File: src/rtl/ssram_port_arbiter_if.sv
// Requester and SRAM-port signals of the two-requester SRAM port arbiter.
interface ssram_port_arbiter_if #(
    parameter int unsigned BITWIDTH = 32,
    parameter int unsigned AW       = 9
);
    // requester 0 (DMA bus engine) and requester 1 (custom-instruction side)
    logic                request0;
    logic                request1;
    logic                lock0;
    logic                lock1;
    logic                write_enable0;
    logic                write_enable1;
    logic [AW-1:0]       address0;
    logic [AW-1:0]       address1;
    logic [BITWIDTH-1:0] data_in0;
    logic [BITWIDTH-1:0] data_in1;

    // responses to the requesters
    logic                grant0_c;
    logic                grant1_c;
    logic                read_valid0;
    logic                read_valid1;
    logic [BITWIDTH-1:0] read_data_c;

    // shared SRAM port
    logic                ram_write_enable_c;
    logic [AW-1:0]       ram_address_c;
    logic [BITWIDTH-1:0] ram_data_in_c;
    logic [BITWIDTH-1:0] ram_data_out;

    // arbiter side
    modport slave (
        input  request0, request1, lock0, lock1,
        input  write_enable0, write_enable1,
        input  address0, address1, data_in0, data_in1,
        input  ram_data_out,
        output grant0_c, grant1_c, read_valid0, read_valid1, read_data_c,
        output ram_write_enable_c, ram_address_c, ram_data_in_c
    );

    // requesters plus SRAM side
    modport master (
        output request0, request1, lock0, lock1,
        output write_enable0, write_enable1,
        output address0, address1, data_in0, data_in1,
        output ram_data_out,
        input  grant0_c, grant1_c, read_valid0, read_valid1, read_data_c,
        input  ram_write_enable_c, ram_address_c, ram_data_in_c
    );
endinterface

File: src/rtl/ssram_port_arbiter.sv
// Round-robin arbiter with bounded burst locking for one synchronous SRAM port.
module ssram_port_arbiter #(
    parameter int unsigned BITWIDTH      = 32,
    parameter int unsigned NR_OF_ENTRIES = 512,
    parameter int unsigned MAX_BURST     = 16
) (
    input  logic                   clk_i,
    input  logic                   rst_i,
    ssram_port_arbiter_if.slave    bus
);
    localparam int unsigned AW  = $clog2(NR_OF_ENTRIES);
    localparam int unsigned BCW = $clog2(MAX_BURST) + 1;

    typedef enum logic [1:0] {
        ST_IDLE  = 2'd0,
        ST_LOCK0 = 2'd1,
        ST_LOCK1 = 2'd2
    } state_e;

    state_e         state_q, state_d;
    logic           last_grant_q, last_grant_d;
    logic [BCW-1:0] burst_count_q, burst_count_d;
    logic [1:0]     read_pending_q, read_pending_d;

    logic grant0, grant1;
    logic any_grant;
    logic win_lock;

    // Same-cycle grant decision; reset masks every grant
    always_comb begin
        grant0 = 1'b0;
        grant1 = 1'b0;
        case (state_q)
            ST_IDLE: begin
                if (bus.request0 && bus.request1) begin
                    grant0 = last_grant_q;
                    grant1 = ~last_grant_q;
                end else begin
                    grant0 = bus.request0;
                    grant1 = bus.request1;
                end
            end
            ST_LOCK0: grant0 = bus.request0;
            ST_LOCK1: grant1 = bus.request1;
            default: begin
                grant0 = 1'b0;
                grant1 = 1'b0;
            end
        endcase
        if (rst_i) begin
            grant0 = 1'b0;
            grant1 = 1'b0;
        end
    end

    assign any_grant = grant0 | grant1;
    assign win_lock  = grant1 ? bus.lock1 : (grant0 & bus.lock0);

    // Next state: lock entry/exit, burst counting, read tracking
    always_comb begin
        state_d        = state_q;
        last_grant_d   = last_grant_q;
        burst_count_d  = burst_count_q;
        read_pending_d = {grant1 & ~bus.write_enable1, grant0 & ~bus.write_enable0};

        if (any_grant) begin
            last_grant_d = grant1;
        end

        case (state_q)
            ST_IDLE: begin
                if (any_grant && win_lock) begin
                    state_d       = grant1 ? ST_LOCK1 : ST_LOCK0;
                    burst_count_d = BCW'(1);
                end
            end
            ST_LOCK0, ST_LOCK1: begin
                // release on dropped request, unlocked grant, or the last allowed burst cycle
                if (!any_grant || !win_lock || (burst_count_q == BCW'(MAX_BURST - 1))) begin
                    state_d       = ST_IDLE;
                    burst_count_d = '0;
                end else begin
                    burst_count_d = burst_count_q + BCW'(1);
                end
            end
            default: begin
                state_d       = ST_IDLE;
                burst_count_d = '0;
            end
        endcase
    end

    // State registers with asynchronous reset
    always_ff @(posedge clk_i or posedge rst_i) begin
        if (rst_i) begin
            state_q        <= ST_IDLE;
            last_grant_q   <= 1'b1;
            burst_count_q  <= '0;
            read_pending_q <= '0;
        end else begin
            state_q        <= state_d;
            last_grant_q   <= last_grant_d;
            burst_count_q  <= burst_count_d;
            read_pending_q <= read_pending_d;
        end
    end

    // SRAM port mux; ungranted cycles park on requester 0 with writes disabled
    assign bus.ram_write_enable_c = (grant0 & bus.write_enable0) | (grant1 & bus.write_enable1);
    assign bus.ram_address_c      = grant1 ? bus.address1 : bus.address0;
    assign bus.ram_data_in_c      = grant1 ? bus.data_in1 : bus.data_in0;

    assign bus.grant0_c    = grant0;
    assign bus.grant1_c    = grant1;
    assign bus.read_valid0 = read_pending_q[0];
    assign bus.read_valid1 = read_pending_q[1];
    assign bus.read_data_c = bus.ram_data_out;
endmodule

File: src/flat_wrapper.sv
// flat-port wrapper written by rule: the top's interface ports become plain ports
module ssram_port_arbiter_flat 
#(
    parameter int unsigned BITWIDTH      = 32,
    parameter int unsigned NR_OF_ENTRIES = 512,
    parameter int unsigned MAX_BURST     = 16
)
  (clk_i, rst_i, bus_request0, bus_request1, bus_lock0, bus_lock1, bus_write_enable0, bus_write_enable1, bus_address0, bus_address1, bus_data_in0, bus_data_in1, bus_ram_data_out, bus_grant0_c, bus_grant1_c, bus_read_valid0, bus_read_valid1, bus_read_data_c, bus_ram_write_enable_c, bus_ram_address_c, bus_ram_data_in_c);
  ssram_port_arbiter_if #(.BITWIDTH(BITWIDTH), .AW((9))) bus_i ();
  input  logic clk_i;
  input  logic rst_i;
  input wire logic [$bits(bus_i.request0)-1:0] bus_request0;
  input wire logic [$bits(bus_i.request1)-1:0] bus_request1;
  input wire logic [$bits(bus_i.lock0)-1:0] bus_lock0;
  input wire logic [$bits(bus_i.lock1)-1:0] bus_lock1;
  input wire logic [$bits(bus_i.write_enable0)-1:0] bus_write_enable0;
  input wire logic [$bits(bus_i.write_enable1)-1:0] bus_write_enable1;
  input wire logic [$bits(bus_i.address0)-1:0] bus_address0;
  input wire logic [$bits(bus_i.address1)-1:0] bus_address1;
  input wire logic [$bits(bus_i.data_in0)-1:0] bus_data_in0;
  input wire logic [$bits(bus_i.data_in1)-1:0] bus_data_in1;
  input wire logic [$bits(bus_i.ram_data_out)-1:0] bus_ram_data_out;
  output wire logic [$bits(bus_i.grant0_c)-1:0] bus_grant0_c;
  output wire logic [$bits(bus_i.grant1_c)-1:0] bus_grant1_c;
  output wire logic [$bits(bus_i.read_valid0)-1:0] bus_read_valid0;
  output wire logic [$bits(bus_i.read_valid1)-1:0] bus_read_valid1;
  output wire logic [$bits(bus_i.read_data_c)-1:0] bus_read_data_c;
  output wire logic [$bits(bus_i.ram_write_enable_c)-1:0] bus_ram_write_enable_c;
  output wire logic [$bits(bus_i.ram_address_c)-1:0] bus_ram_address_c;
  output wire logic [$bits(bus_i.ram_data_in_c)-1:0] bus_ram_data_in_c;
  assign bus_i.request0 = bus_request0;
  assign bus_i.request1 = bus_request1;
  assign bus_i.lock0 = bus_lock0;
  assign bus_i.lock1 = bus_lock1;
  assign bus_i.write_enable0 = bus_write_enable0;
  assign bus_i.write_enable1 = bus_write_enable1;
  assign bus_i.address0 = bus_address0;
  assign bus_i.address1 = bus_address1;
  assign bus_i.data_in0 = bus_data_in0;
  assign bus_i.data_in1 = bus_data_in1;
  assign bus_i.ram_data_out = bus_ram_data_out;
  assign bus_grant0_c = bus_i.grant0_c;
  assign bus_grant1_c = bus_i.grant1_c;
  assign bus_read_valid0 = bus_i.read_valid0;
  assign bus_read_valid1 = bus_i.read_valid1;
  assign bus_read_data_c = bus_i.read_data_c;
  assign bus_ram_write_enable_c = bus_i.ram_write_enable_c;
  assign bus_ram_address_c = bus_i.ram_address_c;
  assign bus_ram_data_in_c = bus_i.ram_data_in_c;
  ssram_port_arbiter #(.BITWIDTH(BITWIDTH), .NR_OF_ENTRIES(NR_OF_ENTRIES), .MAX_BURST(MAX_BURST)) u_core (.clk_i(clk_i), .rst_i(rst_i), .bus(bus_i));
endmodule
File: config.mk
export PLATFORM = sky130hd
export DESIGN_NAME = ssram_port_arbiter_flat
export DESIGN_NICKNAME = d
export VERILOG_FILES = /design/src/rtl/ssram_port_arbiter_if.sv /design/src/rtl/ssram_port_arbiter.sv /design/src/flat_wrapper.sv
export SDC_FILE = /design/constraint.sdc
export NUM_CORES = 1
export LEC_CHECK = 0
export ABC_AREA = 0
export CORE_AREA = 2 2 77 79
export DETAILED_ROUTE_END_ITERATION = 10
export DIE_AREA = 0 0 79 81
export GPL_TIMING_DRIVEN = 0
export MAX_ROUTING_LAYER = met4
export PLACE_DENSITY = 0.92
export SYNTH_ARGS = -nofsm -noshare
export SYNTH_HDL_FRONTEND = slang
export SYNTH_SLANG_ARGS = --single-unit
File: constraint.sdc
create_clock -name clk_i -period 4.9 [get_ports clk_i]
set_clock_uncertainty 0.15 [all_clocks]
set_input_delay 0.735 -clock clk_i [delete_from_list [all_inputs] [get_ports clk_i]]
set_output_delay 0.735 -clock clk_i [all_outputs]
set_load 0.05 [all_outputs]
==> out/metrics.yaml, run 1 <==
wl_met2_um: 3250
antennaDiodeCount: 0
dpl-instance-area_um2: 3220
seq_area_frac_synth: 0.173
crit_required_ps: 4010
cts_sinks: 10
syn-num-nets: 362
areaGrowthSynthToFinish_pct: 125
seqCellArea_um2: 251
post_cts_resized: 0
io_buffers: 167
tns_ps: 0
slew_violations: 0
yosys_warnings: 0
die_h_um: 81
numCtsBuffers: 3
max_freq_mhz: 251
cts-root-buf: "clkbuf_8"
fillers: 487
track_usage: 0.180
row_count: 28
dieArea_um2: 6400
r2r-end: "u_core.burst_count_q[3]$_DFFE_PP0P_"
hold_depth: 2
vias: 2044
grt_pass1_wl_um: 9020
cts.clk_slew.worst_paths_ps: 50
final_common_cell: "clkdlybuf4s50_1"
fin_util: 0.578
grt-ovfl-total: 0
leakage_nw: 1.55
cp.arrival_ps: 3100
synthArstFlopShare: 1.00
remaining_drc_errors: 0
critPathLaunchType: "primary input"
cts_setup_buffers: 0
cp_max_fo: 10
nets: 534
end_kind: "output port"
dp_cells: 476
die-width_um: 79
hold_violations: 0
met3_length_um: 548
r2r_cells: 7
status: "finished clean"
timing.rr.start: "u_core.burst_count_q[0]$_DFFE_PP0P_"
worst_slack_ps: 911
ys_types: 33
critical_path_class: "in2out"
drive_gt1_frac: 0.143
worstHoldStart: "u_core.last_grant_q$_DFFE_PP1P_"
hp-class: "reg2reg"
tightest_slew_ps: 534
max-cap-violations: 0
layout_min_cycle_time_ps: 3990
syn_inst: 234
initial_core_util: 0.257
htreeDepth: 1
initialDrtViolationCount: 61
ys.flop_type: "dfrtp_1"
multiInputGateArea_um2: 868
vias_per_cell: 4.26
top_layer_used: "met4"
grt_max_degree: 11
finalPower_mw: 1.34
hold_end: "u_core.last_grant_q$_DFFE_PP1P_"
firstDrtPassIters: 4
final_area_um2: 3280
place_ws_ps: 883
antenna_found_initial: 0
drt-met1-wl_um: 2320
stdcell_count: 480
place_hpwl_um: 5220
cts.path.max_buffers: 2
ys_seq_elements: 10
io_pins: 200
final_cell_mix: "clkdlybuf4s50_1 (167), nand2_1 (124), buf_4 (32), buf_2 (9), dfrtp_1 (9)"
coreArea_um2: 5680
reg2reg_setup_slack_ps: 2750
grt_pass1_vias: 1937
synth_area_um2: 1460
max_slew_margin: 0.643
ir_drop_mv: 0.299
cts_hold_buf: 0
ant_nets: 0
place.gp.congestion: 0.751
tritoncts: "yes"
clock_latency_ps: 240
whs_ps: 377
avgRoutedWirePerCell_um: 12.9
setup_viol: 0
syn_area_per_cell_um2: 6.23
routed_wl_um: 6180
synth-edff-count: 0
rsz0062_at_grt: "false"
power_density_nw_per_um2: 410
layout_worst_path_cycle_share: 0.814
==> worst max path at each step <==
stage                 startpoint                endpoint  slack [ps]  depth (start not counted)
floorplan                  rst_i  bus_ram_write_enable_c        1400                          3
global placement    bus_request0    bus_ram_address_c[1]         920                          9
detailed placement  bus_request0    bus_ram_data_in_c[8]         880                          9
CTS                 bus_request0    bus_ram_data_in_c[8]         870                          9
global route        bus_request0    bus_ram_address_c[1]         710                          9
finish              bus_request0    bus_ram_data_in_c[8]         910                          9
==> state kept, by name (all words and copies together), names as in the netlist <==
register / flops
u_core.read_pending_q: 2
u_core.last_grant_q: 1
u_core.burst_count_q: 5
u_core.state_q: 2
==> power by group <==
group	switching (mW)	internal [mW]	total, mW
Clock	0.0365	0.0710	0.108
Sequential	0.0208	0.106	0.127
Combinational	0.708	0.400	1.11
==> synth_stat cells, drive strengths merged (2+ instances only) <==
library cell    n  area, um^2
nand2         124         465
buf            43         308
dfrtp           9         225
inv             8        30.0
nand3           8        40.0
ha              6        75.1
nand2b          5        38.8
o21ai           5        25.0
nor2            4        22.5
o31ai           3        37.5
a22o            2        17.5
nor2b           2        12.5
nor4            2        27.5
==> logic make-up after synthesis <==
| kind of cell | count (synthesis) | share of synthesized area |
|---|---|---|
| AO/OA/AOI/OAI | 18 | 0.102 |
| adder cells (fa/ha/maj) | 6 | 0.0515 |
| buffers and inverters | 51 | 0.232 |
| flip-flops | 10 | 0.173 |
| multiplexers | 1 | 0.00944 |
| AND/OR/NAND/NOR | 148 | 0.433 |
==> metal layers <==
layer	up-vias	GRT usage
met5	-	-
met4	0	0.0500
met3	5	0.0478
met2	96	0.336
met1	900	0.186
li1	1043	-
==> worst max-delay path, cell delays in order <==
cell and delay, ps:
clkdlybuf4s50_1 480, a21boi_1 190, o21ai_1 110, buf_2 200, inv_2 170, buf_2 260
nand2_1 90, nand2_1 70, clkdlybuf4s50_1 800
==> area by class of cell <==
type	count	share of cell area
flip-flops and latches	10	0.0767
plain buffers	43	0.0939
well taps	75	0.0286
repair buffers	167	0.510
inverters	8	0.00916
clock buffers	4	0.0168
multi-input cells	173	0.265
No activity file was read; power rests on OpenSTA's default activity.
==> inputs of run 2 (changes only) <==
--- a/config.mk
+++ b/config.mk
@@ -6,12 +6,12 @@
 export NUM_CORES = 1
 export LEC_CHECK = 0
 export ABC_AREA = 0
-export CORE_AREA = 2 2 77 79
+export CORE_ASPECT_RATIO = 1.2
+export CORE_UTILIZATION = 23
 export DETAILED_ROUTE_END_ITERATION = 10
-export DIE_AREA = 0 0 79 81
 export GPL_TIMING_DRIVEN = 0
 export MAX_ROUTING_LAYER = met4
-export PLACE_DENSITY = 0.92
+export PLACE_DENSITY = 0.86
 export SYNTH_ARGS = -nofsm -noshare
 export SYNTH_HDL_FRONTEND = slang
 export SYNTH_SLANG_ARGS = --single-unit
==> constraint.sdc (replaced) <==
create_clock -name clk_i -period 3.4 [get_ports clk_i]
set_clock_uncertainty 0.15 [all_clocks]
set_input_delay 0.51 -clock clk_i [delete_from_list [all_inputs] [get_ports clk_i]]
set_output_delay 0.51 -clock clk_i [all_outputs]
set_load 0.05 [all_outputs]
==> run 2 against run 1 <==
Net effect: sequential share of layout area grew 0.17 points; flip-flop and latch count unchanged; power grew 36%; non-clock buffer count stayed put; final area fell by 2.1%; worst hold slack improved by 2.6 ps; critical path type is now reg2out; highest routed layer unchanged.
==> out/metrics.yaml, run 2 (synthesis results as in run 1) <==
htreeDepth: 1  # unchanged
cts_hold_buf: 0  # unchanged
drive_gt1_frac: 0.173  # +0.0296
track_usage: 0.168  # -0.0121
routed_wl_um: 6080  # -1.5%
cp_max_fo: 10  # unchanged
rsz0062_at_grt: "false"
crit_buf_inv: 5  # unchanged
tritoncts: "yes"
largest_register: "u_core.burst_count_q"
nets: 534  # unchanged
areaGrowthSynthToFinish_pct: 120
io_buffers: 167  # unchanged
critical_path_depth: 10  # +1
coreArea_um2: 6090  # +7.3%
firstDrtPassIters: 4  # unchanged
ant_nets: 0  # unchanged
final_area_um2: 3210  # -2.1%
slew_violations: 0  # unchanged
dpl-instance-area_um2: 3230  # +0.27%
grt_max_degree: 11  # unchanged
io_pins: 200  # unchanged
crit_required_ps: 2740  # -1270 ps
max-cap-violations: 0  # unchanged
cp.arrival_ps: 2580  # -520 ps
die-width_um: 74.7  # -5.5%
antenna_found_initial: 0  # unchanged
largest_reg_flops: 5  # unchanged
die_h_um: 89.2  # +10%
tightest_slew_ps: 560  # +26.3 ps
power_density_nw_per_um2: 570  # +39%
max_slew_margin: 0.626  # -0.0170
cts.clk_slew.worst_paths_ps: 60  # about the same
critical_path_class: "reg2out"
grt_pass1_wl_um: 8520  # -5.5%
place.gp.congestion: 0.863  # +15%
post_cts_resized: 39  # +39
dieArea_um2: 6660  # +4.1%
hold_depth: 2  # unchanged
cts_sinks: 10  # unchanged
path_cells: "inv_1, ha_1, a21boi_1, o21ai_1, buf_2, inv_2, buf_2, nand2_1, nand2_1, dlygate4sd2_1"
reg_top3: "u_core.burst_count_q: 5 flops, u_core.read_pending_q: 2 flops, u_core.state_q: 2 flops"
slowest_stage: "dlygate4sd2_1"
ir_drop_mv: 0.386  # +29%
vias_per_cell: 4.19  # -1.6%
cp_slowest_stage_delay_ps: 530  # -270 ps
critPathLaunchType: "register"
max_freq_mhz: 309
initialDrtViolationCount: 65  # +6.6%
avgRoutedWirePerCell_um: 12.5  # -2.9%
vias: 2041  # -0.15%
layout_worst_path_cycle_share: 0.952
hp-class: "reg2reg"
hold_violations: 0  # unchanged
grt-ovfl-total: 0  # unchanged
leakage_nw: 1.62  # +5.0%
layout_min_cycle_time_ps: 3240
place_hpwl_um: 5170  # -0.99%
grt_pass1_vias: 1929  # -0.41%
status: "finished clean"
row_count: 31  # +11%
cts-root-buf: "clkbuf_8"
antennaDiodeCount: 0  # unchanged
whs_ps: 379  # +2.57 ps
initial_core_util: 0.239  # -0.0175
final_cell_mix: "nand2_1 (124), clkdlybuf4s50_1 (124), buf_4 (32), clkdlybuf4s15_1 (15), clkbuf_2 (13)"
clock_latency_ps: 250  # about the same
cp_top_family: "buffers and inverters"
setup_viol: 0  # unchanged
end_kind: "output port"
r2r_cells: 7  # unchanged
numCtsBuffers: 3  # unchanged
remaining_drc_errors: 0  # unchanged
cts.path.max_buffers: 2  # unchanged
cts_setup_buffers: 0  # unchanged
-- run 2: cell types whose count changed in the layout (fill, tap and decap cells not counted) --
cell             before  now
clkbuf_1              0    1
clkbuf_2              0   13
clkbuf_8              4    3
clkdlybuf4s15_1       0   15
clkdlybuf4s50_1     167  124
dlygate4sd2_1         0   11
dlymetal6s2s_1        0    4
-- run 2: final cells by class --
cell class	count	area, um^2
Fill cell	601	2880
Timing Repair Buffer	167	1600
Multi-Input combinational cell	173	868
Buffer	43	308
Sequential cell	10	251
Tap cell	82	103
Clock buffer	4	45.0
Inverter	8	30.0
-- run 2: final timing paths --
check,from,to,slack (ps)
hold / removal,u_core.burst_count_q[4]$_DFFE_PP0P_,u_core.burst_count_q[4]$_DFFE_PP0P_,380
max in group asynchronous,rst_i,u_core.last_grant_q$_DFFE_PP1P_,2310
setup reg to reg,u_core.burst_count_q[0]$_DFFE_PP0P_,u_core.burst_count_q[3]$_DFFE_PP0P_,1160
setup / recovery,u_core.state_q[0]$_DFFE_PP0P_,bus_ram_data_in_c[14],160
min in group asynchronous,rst_i,u_core.state_q[0]$_DFFE_PP0P_,450
hold reg to reg,u_core.burst_count_q[4]$_DFFE_PP0P_,u_core.burst_count_q[4]$_DFFE_PP0P_,380
-- run 2: metal layers --
metal,vias to the layer above,wire (um),share of wire,GRT usage
li1,1045,-,-,-
met5,-,0,0,-
met1,881,2150,0.35,0.160
met2,106,3100,0.51,0.316
met3,9,756,0.12,0.0575
met4,0,76,0.012,0.0429
-- run 2: worst register-to-register path, delay by kind of cell, from the launching register on --
family | cells | cell delay (ps)
fa+ha+maj | 2 | 440
compound gates | 2 | 490
simple gates | 3 | 680
flops | 1 | 410
-- run 2: power breakdown --
group / leakage [nW] / internal, mW / switching [mW]
clock: 0.0228 / 0.0825 / 0.0542
combinational: 1.47 / 0.492 / 1.02
sequential: 0.133 / 0.153 / 0.0323
-- run 2: per-stage QoR --
| stage | instances | setup WS (ps) | power [mW] | TNS (ps) | util |
|---|---|---|---|---|---|
| final | 487 | 164 | 1.83 | 0 | 0.527 |
| after global routing | 487 | 1.87 | 1.95 | 0 | 0.527 |
| after CTS | 487 | 9.70 | 1.83 | 0 | 0.530 |
| after detailed placement | 483 | -120 | 1.78 | -3160 | 0.531 |
| after global placement | 483 | -114 | 1.75 | -2520 | 0.531 |
| after floorplan | 234 | 169 | 1.26 | 0 | - |
